[config.mk]
export PLATFORM = sky130hd
export DESIGN_NAME = d8m_init_sequencer
export DESIGN_NICKNAME = d
export VERILOG_FILES = /design/src/rtl/d8m_init_sequencer.sv
export SDC_FILE = /design/constraint.sdc
export NUM_CORES = 1
export LEC_CHECK = 0
export ABC_AREA = 1
export BUFFER_PORTS_ARGS = -buffer_cell sky130_fd_sc_hd__buf_2
export CORE_MARGIN = 8
export CORE_UTILIZATION = 43
export DETAILED_ROUTE_END_ITERATION = 10
export GPL_ROUTABILITY_DRIVEN = 0
export PLACE_DENSITY = 0.61
export SLEW_MARGIN = 20
export SYNTH_ARGS = -nofsm -noshare
export SYNTH_HDL_FRONTEND = slang
export SYNTH_SLANG_ARGS = --single-unit
[constraint.sdc]
create_clock -name clk -period 2 [get_ports clk]
set_input_delay 0.1 -clock clk [delete_from_list [all_inputs] [get_ports clk]]
set_output_delay 0.1 -clock clk [all_outputs]
set_load 0.005 [all_outputs]
[src/rtl/d8m_init_sequencer.sv]
// D8M camera power-up and register-configuration sequencer.
// Releases MIPI bridge pwdn/reset in timed steps, then walks a
// synchronous config ROM and issues each entry to an I2C master
// over cfg_req/cfg_ack/cfg_nack. busy/done/error report status;
// err_index holds the ROM index of a failing entry.
// Ports: clk, reset_n, start, pwdn_n, mipi_reset_n, rom_addr,
// rom_data, cfg_req, cfg_dev, cfg_reg, cfg_data, cfg_ack, cfg_nack,
// busy, done, error, err_index.
// Build option: D8M_SEQ_RETRY_EN enables NACK retries (RETRY_MAX).
module d8m_init_sequencer #(
  parameter int PWDN_CYCLES  = 5000,
  parameter int RESET_CYCLES = 5000,
  parameter int BOOT_CYCLES  = 50000,
  parameter int ROM_AW       = 8,
  parameter int RETRY_MAX    = 3
) (
  input  logic              clk,
  input  logic              reset_n,
  input  logic              start,
  output logic              pwdn_n,
  output logic              mipi_reset_n,
  output logic [ROM_AW-1:0] rom_addr,
  input  logic [39:0]       rom_data,
  output logic              cfg_req,
  output logic [6:0]        cfg_dev,
  output logic [15:0]       cfg_reg,
  output logic [15:0]       cfg_data,
  input  logic              cfg_ack,
  input  logic              cfg_nack,
  output logic              busy,
  output logic              done,
  output logic              error,
  output logic [ROM_AW-1:0] err_index
);

  typedef enum logic [3:0] {
    S_IDLE,
    S_PWDN,
    S_RST,
    S_BOOT,
    S_FETCH,
    S_LATCH,
    S_ISSUE,
    S_DELAY,
    S_DONE,
    S_ERR
  } state_t;

  localparam logic [25:0] PWDN_LD  = 26'(PWDN_CYCLES - 1);
  localparam logic [25:0] RESET_LD = 26'(RESET_CYCLES - 1);
  localparam logic [25:0] BOOT_LD  = 26'(BOOT_CYCLES - 1);

  state_t      state;
  state_t      state_n;
  logic [25:0] cnt;
  logic        last;
  logic        gap;
  logic        can_retry;
  logic        end_now;
  logic        at_end;
  logic        is_delay;

`ifdef D8M_SEQ_RETRY_EN
  localparam int RW = $clog2(RETRY_MAX + 2);
  localparam logic [RW-1:0] RMAX = RW'(RETRY_MAX);
  logic [RW-1:0] retry;
  assign can_retry = (retry < RMAX);
`else
  assign can_retry = 1'b0;
  assign gap       = 1'b0;
`endif

  assign is_delay = (rom_data[38:32] == 7'h00);
  // In LATCH the last flag is still on rom_data, not yet in last.
  assign end_now  = (state == S_LATCH) ? rom_data[39] : last;
  assign at_end   = end_now | (&rom_addr);

  always_ff @(posedge clk or negedge reset_n) begin
    if (!reset_n) state <= S_IDLE;
    else          state <= state_n;
  end

  always_comb begin
    state_n      = state;
    pwdn_n       = 1'b1;
    mipi_reset_n = 1'b1;
    busy         = 1'b1;
    done         = 1'b0;
    error        = 1'b0;
    cfg_req      = 1'b0;
    unique case (state)
      S_IDLE: begin
        pwdn_n       = 1'b0;
        mipi_reset_n = 1'b0;
        busy         = 1'b0;
        if (start) state_n = S_PWDN;
      end
      S_PWDN: begin
        pwdn_n       = 1'b0;
        mipi_reset_n = 1'b0;
        if (cnt == '0) state_n = S_RST;
      end
      S_RST: begin
        mipi_reset_n = 1'b0;
        if (cnt == '0) state_n = S_BOOT;
      end
      S_BOOT: begin
        if (cnt == '0) state_n = S_FETCH;
      end
      S_FETCH: state_n = S_LATCH;
      S_LATCH: begin
        if (!is_delay)
          state_n = S_ISSUE;
        else if (rom_data[15:0] != 16'h0)
          state_n = S_DELAY;
        else
          state_n = at_end ? S_DONE : S_FETCH;
      end
      S_DELAY: begin
        if (cnt == '0)
          state_n = at_end ? S_DONE : S_FETCH;
      end
      S_ISSUE: begin
        cfg_req = ~gap;
        if (!gap) begin
          if (cfg_nack)
            state_n = can_retry ? S_ISSUE : S_ERR;
          else if (cfg_ack)
            state_n = at_end ? S_DONE : S_FETCH;
        end
      end
      S_DONE: begin
        busy = 1'b0;
        done = 1'b1;
        if (start) state_n = S_PWDN;
      end
      S_ERR: begin
        busy  = 1'b0;
        error = 1'b1;
        if (start) state_n = S_PWDN;
      end
      default: state_n = S_IDLE;
    endcase
  end

  always_ff @(posedge clk or negedge reset_n) begin
    if (!reset_n) begin
      cnt       <= '0;
      rom_addr  <= '0;
      last      <= 1'b0;
      cfg_dev   <= '0;
      cfg_reg   <= '0;
      cfg_data  <= '0;
      err_index <= '0;
    end else begin
      unique case (state)
        S_IDLE, S_DONE, S_ERR: begin
          if (start) begin
            cnt       <= PWDN_LD;
            rom_addr  <= '0;
            err_index <= '0;
          end
        end
        S_PWDN:  cnt <= (cnt == '0) ? RESET_LD : cnt - 26'd1;
        S_RST:   cnt <= (cnt == '0) ? BOOT_LD : cnt - 26'd1;
        S_BOOT:  cnt <= cnt - 26'd1;
        S_LATCH: begin
          last <= rom_data[39];
          if (is_delay) begin
            cnt <= {rom_data[15:0], 10'd0} - 26'd1;
          end else begin
            cfg_dev  <= rom_data[38:32];
            cfg_reg  <= rom_data[31:16];
            cfg_data <= rom_data[15:0];
          end
        end
        S_DELAY: cnt <= cnt - 26'd1;
        default: ;
      endcase
      // Every "next entry" move lands in FETCH from a non-BOOT state.
      if (state_n == S_FETCH && state != S_BOOT)
        rom_addr <= rom_addr + 1'b1;
      if (state_n == S_ERR && state != S_ERR)
        err_index <= rom_addr;
    end
  end

`ifdef D8M_SEQ_RETRY_EN
  // gap holds cfg_req low for one clock between attempts.
  always_ff @(posedge clk or negedge reset_n) begin
    if (!reset_n) begin
      retry <= '0;
      gap   <= 1'b0;
    end else if (state == S_LATCH) begin
      retry <= '0;
      gap   <= 1'b0;
    end else if (state == S_ISSUE) begin
      if (gap) begin
        gap <= 1'b0;
      end else if (cfg_nack && can_retry) begin
        retry <= retry + 1'b1;
        gap   <= 1'b1;
      end
    end
  end
`endif

endmodule

Yosys cells after proc, flatten, opt, wreduce, memory -nomap -nowiden
Cells that the tools add are included.
- add/subtract/negate cells: 3
- equal/unequal tests: 15
- reduce and logical (&&, ||, !) cells: 20
- bitwise gates (word level): 2
- muxes and demuxes: 27
- operators by type and width (cell ; count):
    26-bit case mux with 5 select lines ; 1
    26-bit two-way mux ; 4
    26-bit by 1-bit subtractor with 26-bit output, second input constant ; 2
    4-bit two-way mux ; 10
    8-bit two-way mux ; 4
    4-bit case mux with 8 select lines ; 1
    26-bit zero test ; 1
    4-bit by 3-bit == test with 1-bit output, second input constant ; 5
    16-bit nonzero test ; 1
    4-bit == test, second input constant ; 3
    8-bit by 1-bit adder with 8-bit output, second input constant ; 1
    4-bit by 2-bit == test with 1-bit output, second input constant ; 2
    8-bit AND reduction ; 1
    2-bit nonzero test ; 4
    7-bit zero test ; 1
    1-bit two-way mux ; 7
    2-bit AND reduction ; 3
    3-bit OR reduction ; 2
    5-bit nonzero test ; 1
    4-bit by 1-bit == test with 1-bit output, second input constant ; 1
    4-bit zero test ; 1
    4-bit by 2-bit inequality test with 1-bit output, second input constant ; 1
    4-bit inequality test, second input constant ; 1
    2-bit OR reduction ; 2
    6 further kinds ; 7
- logic and storage cells: 75
- bits of input ports: 45
- register bits after elaboration: 86
- output and inout port bits: 61

Longest topological paths before layout
Gate-level depths: netlist (run 1).
- depth in word-level cells: 11
- depth in mapped cells: 16
- mapped depth without buffers: 16

Worst setup path before layout (run 1)
Ideal clock, no wire load.
- path type: register to register
- from: register cnt[0]
- to: register rom_addr[5]
- setup slack: 223 ps
- buffers on the path: 0
- clock period less this slack: 1777 ps
- arrival time: 1659 ps
- required time: 1882 ps
- cell stages (with the launch flop): 14
- library setup time: 118 ps
- cell sequence: dfrtp_1 inv_1 ha_1 inv_1 nor2_1 nand2_1 nor2_2 nand3_1 o21ai_2 nand3_2 nor2_8 nand2_8 nand3_2 nand2_1
- word-level cells in the longest chain between the ends: 7
- elaborated cells between the ends (all ways): 12
- those cells by class: eq/ne: 1; mux: 6; reduce/logical: 5
- ends and longest elaborated chain (item ; line ; RTL):
    start: declaration ; 55 ; logic [25:0] cnt;
    start signal: assignment ; 164 ; S_PWDN: cnt <= (cnt == '0) ? RESET_LD : cnt - 26'd1;
    start signal: assignment ; 165 ; S_RST: cnt <= (cnt == '0) ? BOOT_LD : cnt - 26'd1;
    start signal: assignment ; 166 ; S_BOOT: cnt <= cnt - 26'd1;
    26-bit zero test (*) ; - ;
    4-bit two-way mux, on equally long branches ; - ;
    4-bit case mux with 8 select lines (*) ; 91 ; unique case (state)
    4-bit by 3-bit == test with 1-bit output (*) ; 181 ; if (state_n == S_FETCH && state != S_BOOT)
    1-bit logical AND (*) ; 181 ;
    2-bit nonzero test (no source line) ; - ;
    2-bit AND reduction (no source line) ; - ;
    end signal: assignment ; 182 ; rom_addr <= rom_addr + 1'b1;
    end: declaration ; 22 ; output logic [ROM_AW-1:0] rom_addr,
Every way passes the cells marked *; elsewhere a longest branch is shown, timed or not.
A chain may end at the register's enable or synchronous reset.

Worst setup path in the final report (run 1)
- from: register cnt[1]
- to: register rom_addr[6]
- word-level cells in the longest chain between the ends: 7
- elaborated cells between the ends (all ways): 12
- those cells by class: eq/ne: 1; mux: 6; reduce/logical: 5
- ends and longest elaborated chain (item ; line ; RTL):
    26-bit zero test (*) ; - ;
    4-bit two-way mux, on equally long branches ; - ;
    4-bit case mux with 8 select lines (*) ; 91 ;
    named net state_n[2] ; 54 ; state_t state_n;
    4-bit by 3-bit == test with 1-bit output (*) ; 181 ;
    1-bit logical AND (*) ; 181 ;
    2-bit nonzero test (no source line) ; - ;
    2-bit AND reduction (no source line) ; - ;
Mark *: on every way through the listed nets, which the timed path passes. The rest lies on a longest branch.

==> run metrics, run 1 <==
Cells after DPL=961; Die Height=~120 um; register clock-pin slew on the reported worst setup and hold paths=0.07 ns; most frequent cells in the layout=nand2_1 (209), buf_2 (104), dfrtp_1 (85), inv_1 (66), nor2_1 (62); yosys warns=0; Final Critical Period=2.047 ns; count of cell types in the netlist=38; Ports=106; max FFs per register=26; Net Sw Frac=45.81%; Leak=0.003446 uW; most common cell after layout, fill and taps aside=nand2_1; post-synthesis simple-gate area fraction=35.77%; mux contribution to synthesized area=0%; post-synthesis xor/xnor area fraction=3.612%; WP data arrival=2.33 ns; Max-Cap Viols=0; H-Tree Depth=3; Final Hold Vio Count=0; final setup margin=-0.04694 ns; HP Class=input pin to register; total negative slack=-0.07703 ns; Syn Nets=749; Setup Viol. Count Final=6; worst-path fanout max=8; Avg Inst Size Synth=7.275 um2; fmax=488.5 MHz; core area=0.01147 mm2; CP cell instances=inv_2 -> ha_4 -> inv_2 -> nor2_2 -> nand2_2 -> nor2_4 -> nand2_2 -> nor2_4 -> buf_6 -> nand2_4 -> nand2_4 -> nand4_4 -> nand2_8 -> nand3_2 -> nand2_2; Worst setup SP type=register; starting density of the core=44.41%; clock share of power=17.8%; Power per Cell Area=1345 mW/mm2; hpwl dp=around 11000 um; Slew HR=between 50% and 60%; crit path kind=register to register; adder-cell area share of the yosys netlist=0.9828%; violated checks=setup timing; TritonCTS Sinks=86; drt via density=slightly above 5; post-synthesis compound-gate area fraction=9.656%; initial antenna violation count=0; share of cells above drive strength 1=roughly 27%; synthesis-to-finish area growth=31.08%; Layout Skew=0.007279 ns; Period Utilization, post-route=102.3%; Sw Pwr=4112 uW; share of power burned in registers=a little under a third; Avg WL per Cell=roughly 15 um; Skew-Pair Late Insertion Delay=0.35 ns; diode count=0; wirelength, routed=15290 um; largest net degree at the start of global routing=51; Buffers on Ports=105; crit end category=register; GRT Util Overall=a little under a fifth; CTS tree=yes; flops & latches, synth=86; largest family of logic cells by synthesized area=simple AND/OR/NAND/NOR gates; P_int=4864 uW; # fillers=roughly 1100; mapped cell area=0.005092 mm2; residual DRC count=0; CP max stage delay=0.40 ns; delay-heaviest family, CP=simple AND/OR/NAND/NOR gates; Die Wd=between 100 and 150 um; pre-CTS setup slack=-0.02696 ns; fin. max-slew vios=0; Worst Tran Pin Value=approximately 0.62 ns; crit path buf inv count=3; RSZ-0062 raised after global routing=true; worst vdd rail ir drop=a little under 0.7 mV; Final ANT Viol Nets=0; slowest CP cell=dfrtp_1; vias in the first global route=a little under 5000; clk root buf=clkbuf_16; Die Area=0.01558 mm2; clock buffer depth=2; worst endpoint required time=2.29 ns; sequential area share after synthesis=42.26%; status=finished with violations; Nets=910; Post-Layout Cell Count=around 1000; clock buffer count from CTS=9; most frequent CP cell=nand2_2; Post-Synthesis Cells=700; Core Rows=39; Iter 0 DRT Violations=380; first-pass GRT wire length=about 25000 um; Comb pwr share=between 50% and 60%; routed vias=5202; drt first pass iters=5; Congestion Overflow GR=0
cell families (layout without fill, tap and decap cells):
kind of cell    Yosys count  count (layout)
compound gates           93              93
xor+xnor                 21              21
fa+ha+maj                 4               4
buf+inv                  98             262
flops                    86              86
simple gates            398             400
path summary, 6_finish.rpt:
check,from,to,slack (ns),depth (start not counted)
min,rom_data[3],cfg_data[3]$_DFFE_PN0P_,0.02,3
max reg2reg,cnt[1]$_DFFE_PN0P_,rom_addr[6]$_DFFE_PN0P_,-0.05,15
max,cnt[1]$_DFFE_PN0P_,rom_addr[6]$_DFFE_PN0P_,-0.05,15
min in group asynchronous,reset_n,cfg_reg[10]$_DFFE_PN0P_,0.28,2
max in group asynchronous,reset_n,state[1]$_DFF_PN0_,1.04,3
min reg2reg,cfg_reg[11]$_DFFE_PN0P_,cfg_reg[11]$_DFFE_PN0P_,0.47,2
power by group through the flow:
stage          clock network (uW)  logic (uW)  registers (uW)
6_report                     1600        4640            2730
5_1_grt                      1730        5170            2800
4_1_cts                      1640        4210            2710
3_5_place_dp                    0        4140            2740
3_3_place_gp                    0        4090            2730
2_1_floorplan                   0        2700            2710
worst min-delay path, stage by stage:
cell	delay, ns
buf_2	0.13
nand2_1	0.06
nand2_1	0.05
per-layer routing:
layer	up-vias	wire length [um]	track usage, %
met4	0	244	5.742
met5	-	0	0
met1	2445	6685	23.79
met2	174	7457	32.05
met3	17	899	4.553
li1	2566	-	-
synth_stat cells (all sizes together):
master	instances	area, um2
xnor2	4	35.03
a21oi	14	70.07
nand3	57	330.3
ha	4	50.05
nand3b	2	15.01
clkbuf	7	26.28
nor3	11	60.06
buf	9	56.30
o211ai	1	7.510
nor2	85	397.9
nor4	2	12.51
xor2	17	148.9
o21a	1	7.510
nand4	11	83.83
nand2	228	909.6
o31ai	1	7.510
inv	82	310.3
or2	2	12.51
dfrtp	86	2152
o2111ai	1	8.760
o22ai	2	12.51
o21ai	71	362.8
o21bai	2	15.01
area by class of cell:
class,instances,area (um2),share of cell area [%]
multi-input combinational,518,2703,40.49
sequential,86,2153,32.26
timing repair buffer,164,1046,15.67
inverter,82,312.8,4.686
clock buffer,9,225.2,3.374
tap,143,178.9,2.680
clock inverter,7,56.30,0.8435
through the flow:
| stage | area (um2) | util, % | hold slack, ns | total power, uW |
|---|---|---|---|---|
| final | 6675 | 58.21 | 0.01849 | 8976 |
| after global routing | 6675 | 58.21 | 0.02596 | 9701 |
| after CTS | 6461 | 56.34 | 0.01243 | 8562 |
| after detailed placement | 5934 | 51.75 | 0.1373 | 6878 |
| after global placement | 5934 | 51.75 | 0.1227 | 6819 |
| after floorplan | 5092 | - | -0.1956 | 5407 |
what timing repair did:
action                                  4_1_cts  5_1_grt
endpoints found under the hold margin        62        0
gates cloned                                  0        2
pin swaps                                     0       12
endpoints found under the setup margin        7       30
resized for setup                             1       46
buffers inserted                              0        6
hold buffers                                 24        0
(Power assumes the default switching activity.)
==> run 2, diff against run 1 <==
==> constraint.sdc (replaced) <==
create_clock -name clk -period 2 [get_ports clk]
set_input_delay 0 -clock clk [delete_from_list [all_inputs] [get_ports clk]]
set_output_delay 0 -clock clk [all_outputs]
set_load 0.005 [all_outputs]
==> run metrics, run 2 (synthesis gave the netlist of run 1 again) <==
Placed Area=0.005944 mm2; largest net degree at the start of global routing=51; Core Util, Final=59.74%; Core Rows=39; clock buffer count from CTS=9; Die Area=~0.016 mm2; Final Hold Vio Count=0; synthesis-to-finish area growth=34.52%; fin. max-slew vios=0; Final Critical Period=2.049 ns; status=finished with violations; hold_ws=0.01160 ns; Sequential Area=~0.0022 mm2; Buffers on Ports=105; max FFs per register=26; Worst Tran Pin Value=0.6197 ns; Slew HR=58.64%; HP Class=input pin to register; Ports=106; clk root buf=clkbuf_16; slowest CP cell=dfrtp_1; residual DRC count=0; worst-path fanout max=7; final setup margin=-0.04948 ns; drt first pass iters=5; Nets=922; Avg WL per Cell=approximately 15 um; Iter 0 DRT Violations=407; RSZ-0062 raised after global routing=true; violated checks=setup timing; hpwl dp=11290 um; crit end category=register; Setup Viol. Count Final=4; most frequent cells in the layout=nand2_1 (209), buf_2 (104), dfrtp_1 (85), inv_1 (66), nor2_1 (58); H-Tree Depth=3; WP data arrival=2.29 ns; Final ANT Viol Nets=0; Layout Skew=0.01020 ns; area of the multi-input gates=0.002679 mm2; Leak=around 0.0035 uW; delay-heaviest family, CP=simple AND/OR/NAND/NOR gates; Period Utilization, post-route=102.5%; most frequent CP cell=nand2_2; worst endpoint required time=2.24 ns; wirelength, routed=15490 um; register clock-pin slew on the reported worst setup and hold paths=0.07 ns; routed vias=about 5200; share of cells above drive strength 1=27.11%; CP max stage delay=0.38 ns; Skew-Pair Late Insertion Delay=0.35 ns; CTS tree=yes; clock buffer depth=2; Max-Cap Viols=0; Die Wd=124.8 um; Die Height=124.8 um; TritonCTS Sinks=86; most common cell after layout, fill and taps aside=nand2_1; crit path kind=register to register; Worst setup SP type=register; starting density of the core=44.41%; vias in the first global route=5030; Congestion Overflow GR=0; core area=0.01147 mm2; diode count=0; first-pass GRT wire length=about 25000 um; Power per Cell Area=1353 mW/mm2; initial antenna violation count=0; CP cell instances=nor2_1 -> nand2_1 -> nor2_2 -> nand2_2 -> nor2_4 -> nand2_2 -> nand2_2 -> nor2_2 -> nand2_2 -> nor2_8 -> buf_6 -> nand3b_1 -> nand2_1; # fillers=1065; fin area=a little under 0.007 mm2; GRT Util Overall=19.51%; drt via density=5.071; fmax=487.9 MHz; worst vdd rail ir drop=0.7766 mV; crit path buf inv count=1; pre-CTS setup slack=-0.01858 ns
==> run 2: changes by cell type in the layout (fill, tap and decap cells not counted), sizes merged <==
cell / before / now
bufinv: 0 / 3
clkinvlp: 3 / 0
clkbuf: 9 / 11
clkinv: 2 / 1
dlygate4sd3: 24 / 37
inv: 84 / 83
nor2: 86 / 85
==> run 2: report_power, final <==
part	internal (uW)	leakage, uW	switching [uW]
combinational	1680	0.00223	2890
clock	1230	0.000166	722
sequential	2310	0.00113	438
total	5220	0.00352	4050
==> run 2: area by class of cell <==
type	instances	area share [%]
Sequential cell	86	31.43
Tap cell	143	2.612
Multi-Input combinational cell	517	39.11
Clock inverter	5	1.553
Timing Repair Buffer	177	17.37
Clock buffer	11	3.397
Inverter	82	4.530
==> run 2: metrics by stage <==
step / power (uW) / TNS (ns) / instances
after CTS: 8930 / -0.01869 / 1012
after global placement: 6808 / 0 / 959
after floorplan: 5407 / 0 / 700
after detailed placement: 6874 / -0.08244 / 959
final: 9271 / -0.1379 / 1021
after global routing: 9981 / -2.397 / 1021
==> run 2: worst paths after layout <==
check | start | to | slack, ns | cells after the start
max | cnt[16]$_DFFE_PN0P_ | rom_addr[5]$_DFFE_PN0P_ | -0.05 | 13
min | rom_data[4] | cfg_data[4]$_DFFE_PN0P_ | 0.01 | 3
max reg2reg | cnt[16]$_DFFE_PN0P_ | rom_addr[5]$_DFFE_PN0P_ | -0.05 | 13
min reg2reg | cfg_reg[12]$_DFFE_PN0P_ | cfg_reg[12]$_DFFE_PN0P_ | 0.47 | 2
max in group asynchronous | reset_n | state[1]$_DFF_PN0_ | 1.25 | 3
min in group asynchronous | reset_n | cnt[24]$_DFFE_PN0P_ | 0.07 | 2
==> run 2: worst min-delay path, stage by stage <==
cell	delay [ns]
buf_2	0.12
inv_1	0.09
o21ai_0	0.10
==> run 2: metal layers <==
| layer | global-route usage (%) | up-vias | wire length [um] | share of wire [%] |
|---|---|---|---|---|
| met4 | 7.213 | 0 | 349 | 2.3 |
| li1 | - | 2583 | - | - |
| met5 | 0 | - | 0 | 0 |
| met2 | 32.27 | 155 | 7428 | 48 |
| met3 | 4.255 | 26 | 811 | 5.2 |
| met1 | 24.41 | 2413 | 6899 | 45 |
==> run 2: what timing repair did <==
action,4_1_cts,5_1_grt
pin swaps,0,11
hold buffers,37,0
endpoints found under the setup margin,9,34
cloned,0,1
setup buffers,0,8
resized for setup,2,38
hold endpoints to repair,122,0
